File: config.mk
export PLATFORM = sky130hd
export DESIGN_NAME = uart_rx_os
export DESIGN_NICKNAME = d
export VERILOG_FILES = /design/src/rtl/uart_pkg.sv /design/src/rtl/uart_rx_sampler.sv /design/src/rtl/uart_rx_os.sv
export SDC_FILE = /design/constraint.sdc
export NUM_CORES = 1
export LEC_CHECK = 0
export ABC_CLOCK_PERIOD_IN_PS = 2390
export CELL_PAD_IN_SITES_DETAIL_PLACEMENT = 2
export CELL_PAD_IN_SITES_GLOBAL_PLACEMENT = 2
export CORE_MARGIN = 2
export CORE_UTILIZATION = 27
export DETAILED_ROUTE_END_ITERATION = 10
export PLACE_DENSITY_LB_ADDON = 0.1
export SLEW_MARGIN = 10
export SYNTH_ARGS = -nofsm -noshare
export SYNTH_HDL_FRONTEND = slang
export SYNTH_SLANG_ARGS = --single-unit
File: constraint.sdc
create_clock -name clk -period 2.39 [get_ports clk]
set_input_delay 0.3585 -clock clk [delete_from_list [all_inputs] [get_ports clk]]
set_output_delay 0.3585 -clock clk [all_outputs]
set_load 0.005 [all_outputs]
File: src/rtl/uart_pkg.sv
// Shared definitions for the oversampling UART receiver: FSM encoding,
// parity mode encodings and the oversample tick divider calculation.
package uart_pkg;

  typedef logic [2:0] state_t;

  localparam state_t StIdle   = 3'd0;
  localparam state_t StStart  = 3'd1;
  localparam state_t StData   = 3'd2;
  localparam state_t StParity = 3'd3;
  localparam state_t StStop   = 3'd4;

  localparam int unsigned ParityNone = 0;
  localparam int unsigned ParityEven = 1;
  localparam int unsigned ParityOdd  = 2;

  function automatic int unsigned calc_div(input int unsigned clk_hz,
                                           input int unsigned bit_rate,
                                           input int unsigned oversample);
    return clk_hz / (bit_rate * oversample);
  endfunction

endpackage

File: src/rtl/uart_rx_sampler.sv
// Front end of the UART receiver: oversample tick divider, 2-flop line
// synchroniser, falling-edge detector and 3-sample majority vote.
module uart_rx_sampler
  import uart_pkg::*;
#(
  parameter int unsigned CLK_HZ     = 50_000_000,
  parameter int unsigned BIT_RATE   = 115200,
  parameter int unsigned OVERSAMPLE = 16
) (
  input  logic clk,
  input  logic reset,
  input  logic rxd,
  output logic os_tick,
  output logic fall,
  output logic maj
);

  localparam int unsigned Div  = calc_div(CLK_HZ, BIT_RATE, OVERSAMPLE);
  localparam int unsigned DivW = (Div > 2) ? $clog2(Div) : 1;

  logic [DivW-1:0] div_q;
  logic [1:0]      sync_q;
  logic [1:0]      hist_q;
  logic            line;

  always_ff @(posedge clk) begin
    if (reset) begin
      div_q  <= '0;
      sync_q <= 2'b11;
      hist_q <= 2'b11;
    end else begin
      div_q  <= os_tick ? '0 : div_q + 1'b1;
      sync_q <= {sync_q[0], rxd};
      if (os_tick) begin
        hist_q <= {hist_q[0], line};
      end
    end
  end

  assign os_tick = (div_q == DivW'(Div - 1));
  assign line    = sync_q[1];
  assign fall    = os_tick & hist_q[0] & ~line;
  // Valid on the tick that takes the third sample: two history samples plus the current line.
  assign maj     = (hist_q[1] & hist_q[0]) | (hist_q[1] & line) | (hist_q[0] & line);

endmodule

File: src/rtl/uart_rx_os.sv
// Oversampling UART receiver: frame FSM plus one-word output register with
// ready/valid handshake. Parity support is built only when UART_RX_PARITY_EN is defined.
module uart_rx_os
  import uart_pkg::*;
#(
  parameter int unsigned CLK_HZ       = 50_000_000,
  parameter int unsigned BIT_RATE     = 115200,
  parameter int unsigned OVERSAMPLE   = 16,
  parameter int unsigned PAYLOAD_BITS = 8,
  parameter int unsigned STOP_BITS    = 1,
  parameter int unsigned PARITY_MODE  = 0
) (
  input  logic                    clk,
  input  logic                    reset,
  input  logic                    uart_rxd,
  input  logic                    uart_rx_en,
  output logic [PAYLOAD_BITS-1:0] rx_data,
  output logic                    rx_valid,
  input  logic                    rx_ready,
  output logic                    rx_frame_err,
  output logic                    rx_parity_err,
  output logic                    rx_break,
  output logic                    rx_overrun,
  output logic                    busy
);

  localparam int unsigned TickW = $clog2(OVERSAMPLE);
  localparam int unsigned BitW  = $clog2(PAYLOAD_BITS);
  localparam logic [TickW-1:0] MajIdx  = TickW'(OVERSAMPLE / 2 + 1);
  localparam logic [TickW-1:0] EndIdx  = TickW'(OVERSAMPLE - 1);
  localparam logic [BitW-1:0]  LastBit = BitW'(PAYLOAD_BITS - 1);
  localparam logic             LastStop = 1'(STOP_BITS - 1);
`ifdef UART_RX_PARITY_EN
  localparam bit HasParity = (PARITY_MODE != ParityNone);
`else
  localparam bit HasParity = 1'b0;
`endif

  logic os_tick, fall, maj;

  uart_rx_sampler #(
    .CLK_HZ    (CLK_HZ),
    .BIT_RATE  (BIT_RATE),
    .OVERSAMPLE(OVERSAMPLE)
  ) u_sampler (
    .clk    (clk),
    .reset  (reset),
    .rxd    (uart_rxd),
    .os_tick(os_tick),
    .fall   (fall),
    .maj    (maj)
  );

  state_t                  state_q, state_d;
  logic [TickW-1:0]        tick_q, tick_d;
  logic [BitW-1:0]         bit_q, bit_d;
  logic                    stop_q, stop_d;
  logic [PAYLOAD_BITS-1:0] shift_q, shift_d;
  logic                    stop_err_q, stop_err_d;
  logic                    first_zero_q, first_zero_d;
  logic                    at_maj, at_end, complete;
  logic                    first_zero, par_zero, par_err, brk, frame_err;
`ifdef UART_RX_PARITY_EN
  logic                    par_bit_q, par_bit_d;

  assign par_zero = HasParity ? ~par_bit_q : 1'b1;
  assign par_err  = HasParity & (^shift_q ^ par_bit_q ^ (PARITY_MODE == ParityOdd));
`else
  assign par_zero = 1'b1;
  assign par_err  = 1'b0;
`endif

  assign at_maj     = (tick_q == MajIdx);
  assign at_end     = (tick_q == EndIdx);
  // Only meaningful on the completing tick, where maj is the last stop bit.
  assign first_zero = (stop_q == 1'b0) ? ~maj : first_zero_q;
  assign brk        = (shift_q == '0) & first_zero & par_zero;
  assign frame_err  = stop_err_q | ~maj | brk;
  assign busy       = (state_q != StIdle);

  always_comb begin
    state_d      = state_q;
    tick_d       = tick_q;
    bit_d        = bit_q;
    stop_d       = stop_q;
    shift_d      = shift_q;
    stop_err_d   = stop_err_q;
    first_zero_d = first_zero_q;
`ifdef UART_RX_PARITY_EN
    par_bit_d    = par_bit_q;
`endif
    complete     = 1'b0;
    if (!uart_rx_en) begin
      state_d = StIdle;
      tick_d  = '0;
      bit_d   = '0;
      stop_d  = 1'b0;
    end else if (os_tick) begin
      tick_d = at_end ? '0 : tick_q + 1'b1;
      case (state_q)
        StIdle: begin
          tick_d = '0;
          // The detecting tick is sample 0 of the start bit.
          if (fall) begin
            state_d = StStart;
            tick_d  = TickW'(1);
          end
        end
        StStart: begin
          if (at_maj && maj) begin
            state_d = StIdle;
            tick_d  = '0;
          end else if (at_end) begin
            state_d      = StData;
            bit_d        = '0;
            stop_d       = 1'b0;
            stop_err_d   = 1'b0;
            first_zero_d = 1'b0;
          end
        end
        StData: begin
          if (at_maj) begin
            shift_d = {maj, shift_q[PAYLOAD_BITS-1:1]};
          end
          if (at_end) begin
            if (bit_q == LastBit) begin
              state_d = HasParity ? StParity : StStop;
            end else begin
              bit_d = bit_q + 1'b1;
            end
          end
        end
`ifdef UART_RX_PARITY_EN
        StParity: begin
          if (at_maj) begin
            par_bit_d = maj;
          end
          if (at_end) begin
            state_d = StStop;
          end
        end
`endif
        StStop: begin
          if (at_maj) begin
            if (stop_q == LastStop) begin
              complete = 1'b1;
              state_d  = StIdle;
              tick_d   = '0;
            end else begin
              stop_err_d   = stop_err_q | ~maj;
              first_zero_d = ~maj;
            end
          end else if (at_end) begin
            stop_d = 1'b1;
          end
        end
        default: begin
          state_d = StIdle;
          tick_d  = '0;
        end
      endcase
    end
  end

  always_ff @(posedge clk) begin
    if (reset) begin
      state_q      <= StIdle;
      tick_q       <= '0;
      bit_q        <= '0;
      stop_q       <= 1'b0;
      shift_q      <= '0;
      stop_err_q   <= 1'b0;
      first_zero_q <= 1'b0;
`ifdef UART_RX_PARITY_EN
      par_bit_q    <= 1'b0;
`endif
    end else begin
      state_q      <= state_d;
      tick_q       <= tick_d;
      bit_q        <= bit_d;
      stop_q       <= stop_d;
      shift_q      <= shift_d;
      stop_err_q   <= stop_err_d;
      first_zero_q <= first_zero_d;
`ifdef UART_RX_PARITY_EN
      par_bit_q    <= par_bit_d;
`endif
    end
  end

  // A completion that finds an unaccepted word is dropped and flagged as overrun.
  always_ff @(posedge clk) begin
    if (reset) begin
      rx_data       <= '0;
      rx_valid      <= 1'b0;
      rx_frame_err  <= 1'b0;
      rx_parity_err <= 1'b0;
      rx_break      <= 1'b0;
      rx_overrun    <= 1'b0;
    end else if (complete) begin
      if (rx_valid && !rx_ready) begin
        rx_overrun <= 1'b1;
      end else begin
        rx_data       <= shift_q;
        rx_frame_err  <= frame_err;
        rx_parity_err <= par_err;
        rx_break      <= brk;
        rx_valid      <= 1'b1;
        rx_overrun    <= 1'b0;
      end
    end else if (rx_valid && rx_ready) begin
      rx_valid   <= 1'b0;
      rx_overrun <= 1'b0;
    end
  end

endmodule

After elaboration in Yosys (flattened, before gate mapping) --
Cells that the tools add are included.
Operators by class: add/sub/neg operators 3, $mul 0, div/mod/pow operators 0, $lt $le $gt $ge 0, eq/ne operators 20, shift-type cells 0, mux-type cells 41, bitwise operators 14, reductions and logical operators 19
Operator list (count):
- 2-to-1 mux 3 bit | 11
- inequality test 2 bit, second input constant | 12
- 2-to-1 mux 1 bit | 20
- 2-to-1 mux 4 bit | 4
- one-hot mux 4 bit (4 select lines) | 1
- AND reduction 7 bit | 2
- one-hot mux 3 bit (4 select lines) | 1
- AND reduction 6 bit | 2
- == test 4 bit, second input constant | 2
- logical NOT 8 bit | 1
- AND 1 bit | 6
- == test 3 bit, second input constant | 2
- one-hot mux 1 bit (2 select lines) | 3
- one-hot mux 3 bit (2 select lines) | 1
- nonzero test 2 bit | 3
- adder 5 x 1 -> 5 bit, second input constant | 1
- == test 5 bit, second input constant | 1
- adder 4 x 1 -> 4 bit, second input constant | 1
- NOT 1 bit | 4
- OR 1 bit | 4
- AND reduction 2 bit | 2
- AND reduction 4 bit | 1
- OR reduction 2 bit | 2
- adder 3 x 1 -> 3 bit, second input constant | 1
- 7 further kinds | 9
Word-level totals: register bits 42, bits in latches 0, memory bits (writable) 0, memory bits (read-only) 0, input port bits 5, output and inout port bits 14, logic and storage cells 112, memories kept 0

Logic depth before layout (Yosys ltp) --
Gate-level depths: netlist of the first run.
depth in word-level cells 8, depth in mapped cells 8, mapped depth without buffers 6

Hierarchy --
A second synthesis of the first run with hierarchy kept.
Unflattened totals: cell total of the unflattened synthesis 228, area total of the unflattened synthesis 2135.8 µm²
Modules (own cells, without submodules):
- uart_rx_os | instances 1, cells each 192, area an instance 1730.4 µm², sequential area each 660.6 µm²
- uart_rx_sampler | instances 1, cells each 36, area an instance 405.4 µm², sequential area each 180.2 µm²

Worst setup path after synthesis of the first run --
OpenSTA, ideal clock, no wires.
kind register to register, start register tick_q[0], end register first_zero_q, library setup time 71 ps, data arrival time 1591 ps, data required time 2319 ps, slack 729 ps, stages on the path, launching flop included 7, buffers on the path 1, clock period less this slack 1661 ps, cells stage by stage dfxtp_1 > ha_1 > and3_1 > buf_2 > a22oi_1 > or4_1 > a21oi_1
Between the ends: longest elaborated chain between the ends 4, elaborated cells between the ends (all ways) 7, classes of those cells eq/ne (5); reduce/logical (2)
RTL lines:
- from (decl) | RTL line uart_rx_os.sv:55 | logic [TickW-1:0] tick_q, tick_d;
- from (signal assigned) | RTL line uart_rx_os.sv:179 | tick_q <= tick_d;
- == test 4 bit | RTL line uart_rx_os.sv:73 | assign at_maj = (tick_q == MajIdx);
- logical AND 1 bit | RTL line uart_rx_os.sv:110 | if (at_maj && maj) begin
- inequality test 2 bit (no line)
- AND reduction 7 bit (no line) (*)
- to (signal assigned) | RTL line uart_rx_os.sv:184 | first_zero_q <= first_zero_d;
- to (decl) | RTL line uart_rx_os.sv:60 | logic first_zero_q, first_zero_d;
Every way passes the cells marked *; elsewhere a longest branch is shown, timed or not. A chain may end at the register's enable or synchronous reset.

Final worst setup path of the first run --
start register state_q[0], end output busy
Between the ends: longest elaborated chain between the ends 1
RTL lines:
- from (decl) | RTL line uart_rx_os.sv:54 | state_t state_q, state_d;
- from (signal assigned) | RTL line uart_rx_os.sv:167 | state_q <= StIdle;
- from (signal assigned) | RTL line uart_rx_os.sv:178 | state_q <= state_d;
- nonzero test 3 bit | RTL line uart_rx_os.sv:79 | assign busy = (state_q != StIdle);
- to (decl) | RTL line uart_rx_os.sv:24 | output logic busy
Every way passes these cells.

==> impl_metrics.json, run 1 <==
{
  "outcome": "complete, no violations",
  "grt_overflow_total": 0,
  "maxCapViolCount": 0,
  "drive_gt1_share_pct": 11.1,
  "cts_buffers": 5,
  "final_cell_mix": "dfxtp_1 (42), clkdlybuf4s50_1 (17), nor2_1 (14)",
  "syn_to_final_growth_pct": 16.3,
  "slowest_stage": "dfxtp_1",
  "ys_async_sr_fraction_pct": 0,
  "synthFlopType": "dfxtp_1",
  "yosysWarnings": 0,
  "track_usage_pct": 13.4,
  "gp_congestion": 0.740,
  "power_density_mw_per_mm2": 527,
  "cts_setup_buffers": 0,
  "cts.sinks": 42,
  "syn-cell-area_mm2": 0.00203,
  "diodes": 0,
  "clock_skew_ns": 0.00453,
  "dr_total_vias": 1630,
  "antenna_found_initial": 0,
  "whs_ns": 0.423,
  "tightest_slew_ns": 0.584,
  "criticalPathCategory": "flop to output port",
  "rows": 31,
  "hold_depth": 1,
  "hold_viol_final": 0,
  "post-route-period-util_pct": 84.2,
  "core-area_mm2": 0.00725,
  "clk_pin_slew_ns": 0.09,
  "power.total_mw": 1.24,
  "post-place-ws_ns": 0.403,
  "synth_edf_count": 0,
  "synthesis.nets": 222,
  "cts_tree": "built",
  "grt_max_degree": 18,
  "grt_pass1_vias": 1739,
  "critPathMaxFanout": 11,
  "leakagePower_nw": 0.898,
  "layout_commonest_cell": "dfxtp_1",
  "clk_latency_ns": 0.30,
  "crit_chain": "nor3_1 > inv_1 > clkdlybuf4s50_1",
  "cts.htree.levels": 2,
  "post_cts_resized": 0,
  "peakVddDrop_mv": 0.269,
  "die_h_um": 90.7,
  "ioPinCount": 19,
  "reg2regPathDepth": 5,
  "start_util_pct": 28.0,
  "routed_via_density": 5.02,
  "route.detailed.drc": 0,
  "nNetsFinal": 236,
  "cpPeakStageDelay_ns": 0.62,
  "max_freq_mhz": 497,
  "die_x_um": 90.7,
  "rsz0062_at_grt": "false",
  "yosysSeqAreaShare_pct": 41.4,
  "setup-tns-final_ns": 0,
  "hold_path_class": "flop to flop",
  "fillers": 823,
  "port_buffers": 17,
  "grt_first_pass_wirelength_um": 8780,
  "cp-start-kind": "flop",
  "end_kind": "output port",
  "totalWireLength_um": 5210,
  "setup_slack_ns": 0.379,
  "ys_seq_elements": 42,
  "multi_input_area_mm2": 0.00108,
  "drv_slew": 0,
  "syn_inst": 211,
  "first_iter_violations": 52,
  "dieArea_mm2": 0.00823,
  "first_pass_iters": 4,
  "seq_area_um2": 841,
  "slew_headroom_pct": 61.0,
  "finalCoreUtilization_pct": 32.6,
  "cts-root-buf": "clkbuf_8",
  "finalSetupViolations": 0,
  "hpwl_um": 3960,
  "ctsHoldBuffers": 0,
  "avgSynthCellArea_um2": 9.62,
  "cts_max_path_buffers": 2,
  "period_minus_slack_ns": 2.01,
  "arrival_ns": 1.65,
  "synth_cell_types": 59,
  "wl_per_cell_um": 16.0,
  "ant_nets": 0,
  "worstPathRequired_ns": 2.03
}
worst paths after layout:
check                 startpoint                  end  slack, ns
max                   state_q[0]                 busy       0.38
min          u_sampler.sync_q[0]  u_sampler.sync_q[1]       0.42
max reg2reg            tick_q[0]         first_zero_q       0.42
min reg2reg  u_sampler.sync_q[0]  u_sampler.sync_q[1]       0.42
kinds of logic after synthesis:
group | after synthesis | share of synthesized area, %
other | 1 | 0.185
AND/OR/NAND/NOR | 86 | 26.6
AO/OA/AOI/OAI | 43 | 16.5
adder cells (fa/ha/maj) | 7 | 4.19
multiplexers | 10 | 4.93
flip-flops | 42 | 41.4
XOR/XNOR | 2 | 0.863
buffers and inverters | 20 | 5.36
Yosys cell counts (all sizes together), types with 3 or more instances:
| cell type | instances | area (µm²) |
|---|---|---|
| a21oi | 10 | 65.1 |
| nor4 | 4 | 25.0 |
| ha | 6 | 75.1 |
| nor2 | 14 | 52.6 |
| nand4 | 3 | 33.8 |
| nand3b | 4 | 30.0 |
| a22o | 9 | 78.8 |
| nand2b | 7 | 43.8 |
| inv | 6 | 22.5 |
| o21ai | 5 | 25.0 |
| nand3 | 10 | 50.1 |
| nor3 | 9 | 56.3 |
| nand2 | 13 | 48.8 |
| nor3b | 3 | 43.8 |
| clkbuf | 4 | 15.0 |
| buf | 10 | 71.3 |
| mux2i | 10 | 100 |
| dfxtp | 42 | 841 |
layer usage:
layer,GRT usage (%),vias up,routed length [µm]
li1,-,796,-
met1,17.3,805,2580
met2,22.0,24,2410
met3,2.50,5,152
met4,5.26,0,67
met5,0,-,0
where the power goes:
group	leakage (nW)	internal [mW]	total, mW	switching [mW]
combinational	0.514	0.0168	0.0412	0.0244
clock	0.0447	0.211	0.491	0.280
sequential	0.339	0.705	0.711	0.00557
flip-flops by register name, summed over array words and instances (netlist names), 2 cells and up:
| register | flops |
|---|---|
| u_sampler.div_q | 5 |
| tick_q | 4 |
| shift_q | 8 |
| state_q | 3 |
| u_sampler.sync_q | 2 |
| bit_q | 3 |
| u_sampler.hist_q | 2 |
| rx_data | 8 |
layout make-up:
cell class                      instances  share of cell area, %
Sequential cell                        42                   35.6
Clock buffer                            5                   2.91
Timing Repair Buffer                   21                   8.48
Clock inverter                          3                   1.06
Multi-Input combinational cell        149                   45.7
Tap cell                               99                   5.25
Inverter                                6                  0.954
critical path, delay by kind of cell, from the launching register on:
family,cells,cell delay [ns]
simple gates,1,0.11
buf+inv,2,0.61
flops,1,0.62
stage by stage:
step / instance area (µm²) / std cells
after floorplan: 2030 / 211
after global placement: 2270 / 317
after detailed placement: 2270 / 317
after CTS: 2360 / 325
after global routing: 2360 / 325
final: 2360 / 325
(Power assumes the default switching activity.)
==> run 2: changes to the inputs <==
--- a/config.mk
+++ b/config.mk
@@ -5,7 +5,7 @@
 export SDC_FILE = /design/constraint.sdc
 export NUM_CORES = 1
 export LEC_CHECK = 0
-export ABC_CLOCK_PERIOD_IN_PS = 2390
+export ABC_CLOCK_PERIOD_IN_PS = 1800
 export CELL_PAD_IN_SITES_DETAIL_PLACEMENT = 2
 export CELL_PAD_IN_SITES_GLOBAL_PLACEMENT = 2
 export CORE_MARGIN = 2
==> constraint.sdc (replaced) <==
create_clock -name clk -period 1.8 [get_ports clk]
set_input_delay 0.27 -clock clk [delete_from_list [all_inputs] [get_ports clk]]
set_output_delay 0.27 -clock clk [all_outputs]
set_load 0.005 [all_outputs]
==> run 2 against run 1 <==
Net effect: first-iteration DRC count shrank 50%; die area is the same; critical endpoint is now state_q[1]; clock-buffer cell count did not move; setup slack got worse by 0.32 ns; core utilization up 3.4 points.
==> impl_metrics.json, run 2 (synthesized netlist as in run 1, its figures left out) <==
{
  "die_x_um": 90.7,
  "fillers": 812,
  "rr_startpoint": "bit_q[1]",
  "cts.htree.levels": 2,
  "cp-start-kind": "flop",
  "finalCoreUtilization_pct": 36.0,
  "maxCapViolCount": 0,
  "period_minus_slack_ns": 1.74,
  "max_freq_mhz": 573,
  "routed_via_density": 5.03,
  "end_kind": "flop",
  "final_cell_mix": "dfxtp_1 (34), buf_4 (21), clkdlybuf4s50_1 (16)",
  "ant_nets": 0,
  "peakVddDrop_mv": 0.366,
  "first_iter_violations": 26,
  "dieArea_mm2": 0.00823,
  "nNetsFinal": 256,
  "setup-tns-final_ns": 0,
  "drive_gt1_share_pct": 25.6,
  "grt_max_degree": 17,
  "slowest_stage": "a221oi_4",
  "dr_total_vias": 1737,
  "criticalPathCategory": "flop to flop",
  "cts-root-buf": "clkbuf_8",
  "crit_buf_inv": 0,
  "cp.depth": 6,
  "gp_congestion": 0.821,
  "cts_buffers": 5,
  "worstPathRequired_ns": 2.00,
  "critPathMaxFanout": 3,
  "hold_path_startpoint": "u_sampler.sync_q[0]",
  "hold_path_class": "flop to flop",
  "antenna_found_initial": 0,
  "track_usage_pct": 15.0,
  "finalSetupViolations": 0,
  "crit_chain": "ha_1 > ha_2 > nand4_1 > a221oi_4 > a31oi_1 > a311oi_1",
  "r2r-end": "state_q[1]",
  "outcome": "complete, no violations",
  "rows": 31,
  "post-route-period-util_pct": 96.9,
  "route.detailed.drc": 0,
  "core-area_mm2": 0.00725,
  "cts_max_path_buffers": 2,
  "leakagePower_nw": 1.04,
  "power_density_mw_per_mm2": 638,
  "syn_to_final_growth_pct": 28.5,
  "clock_skew_ns": 0.00720,
  "grt_first_pass_wirelength_um": 9720,
  "crit_end": "state_q[1]",
  "cts.sinks": 42,
  "grt_overflow_total": 0,
  "grt_pass1_vias": 1840,
  "hpwl_um": 4610,
  "totalWireLength_um": 5900,
  "cpPeakStageDelay_ns": 0.36,
  "wl_per_cell_um": 17.1,
  "reg2regPathDepth": 6,
  "start_util_pct": 28.0,
  "rsz0062_at_grt": "true",
  "cts_tree": "built",
  "clk_pin_slew_ns": 0.09,
  "first_pass_iters": 4,
  "arrival_ns": 1.95,
  "power.total_mw": 1.66,
  "ctsHoldBuffers": 0,
  "drv_slew": 0,
  "layout_commonest_cell": "dfxtp_1",
  "clk_latency_ns": 0.30,
  "largestRegisters": "rx_data x8, shift_q x8, u_sampler.div_q x5",
  "ioPinCount": 19,
  "diodes": 0,
  "cp-startpoint": "bit_q[1]",
  "reg2reg_slack_ns": 0.06,
  "die_h_um": 90.7,
  "hold_viol_final": 0,
  "port_buffers": 17,
  "path_delay_family": "compound AO/OA/AOI/OAI gates"
}
[run 2: repair_timing]
item / in CTS / in global routing
setup buffers: 2 / 2
hold endpoints to repair: 0 / 0
endpoints found under the setup margin: 1 / 31
pin swaps: 2 / 8
resized for setup: 4 / 20
[run 2: metal layers]
metal	part of all wire [%]	track usage, %	wire length [µm]	vias to the layer above
met4	1.4	5.00	84	0
met5	0	0	0	-
met2	52	26.4	3050	19
met3	2.4	3.34	144	6
li1	-	-	-	839
met1	45	18.0	2630	873
[run 2: per-stage QoR]
stage                     setup slack (ns)  cells  area, µm²  hold WS, ns
final                               0.0560    345       2610        0.420
after global routing               -0.0472    345       2610        0.451
after CTS                          0.00114    343       2520        0.427
after detailed placement            0.0159    333       2390        0.406
after global placement              0.0915    333       2390        0.395
after floorplan                      0.139    211       2030        0.374
[run 2: how the worst min path moves through the flow]
stage / slack, ns / depth (start not counted) / endpoint
floorplan: 0.37 / 1 / u_sampler.sync_q[0]
global placement: 0.40 / 1 / u_sampler.sync_q[1]
detailed placement: 0.41 / 1 / u_sampler.sync_q[1]
CTS: 0.43 / 1 / u_sampler.sync_q[1]
global route: 0.45 / 1 / u_sampler.sync_q[1]
finish: 0.42 / 1 / u_sampler.sync_q[1]
[run 2: power breakdown]
part	internal (mW)	switching, mW
sequential	0.935	0.00779
combinational	0.0324	0.0367
clock	0.278	0.373
[run 2: cell type report]
| type | instances | area, µm² | area share (%) |
|---|---|---|---|
| clock buffer | 5 | 68.8 | 2.64 |
| clock inverter | 3 | 23.8 | 0.911 |
| inverter | 6 | 22.5 | 0.863 |
| multi-input combinational | 149 | 1130 | 43.5 |
| sequential | 42 | 853 | 32.7 |
| tap | 99 | 124 | 4.75 |
| timing repair buffer | 41 | 382 | 14.6 |
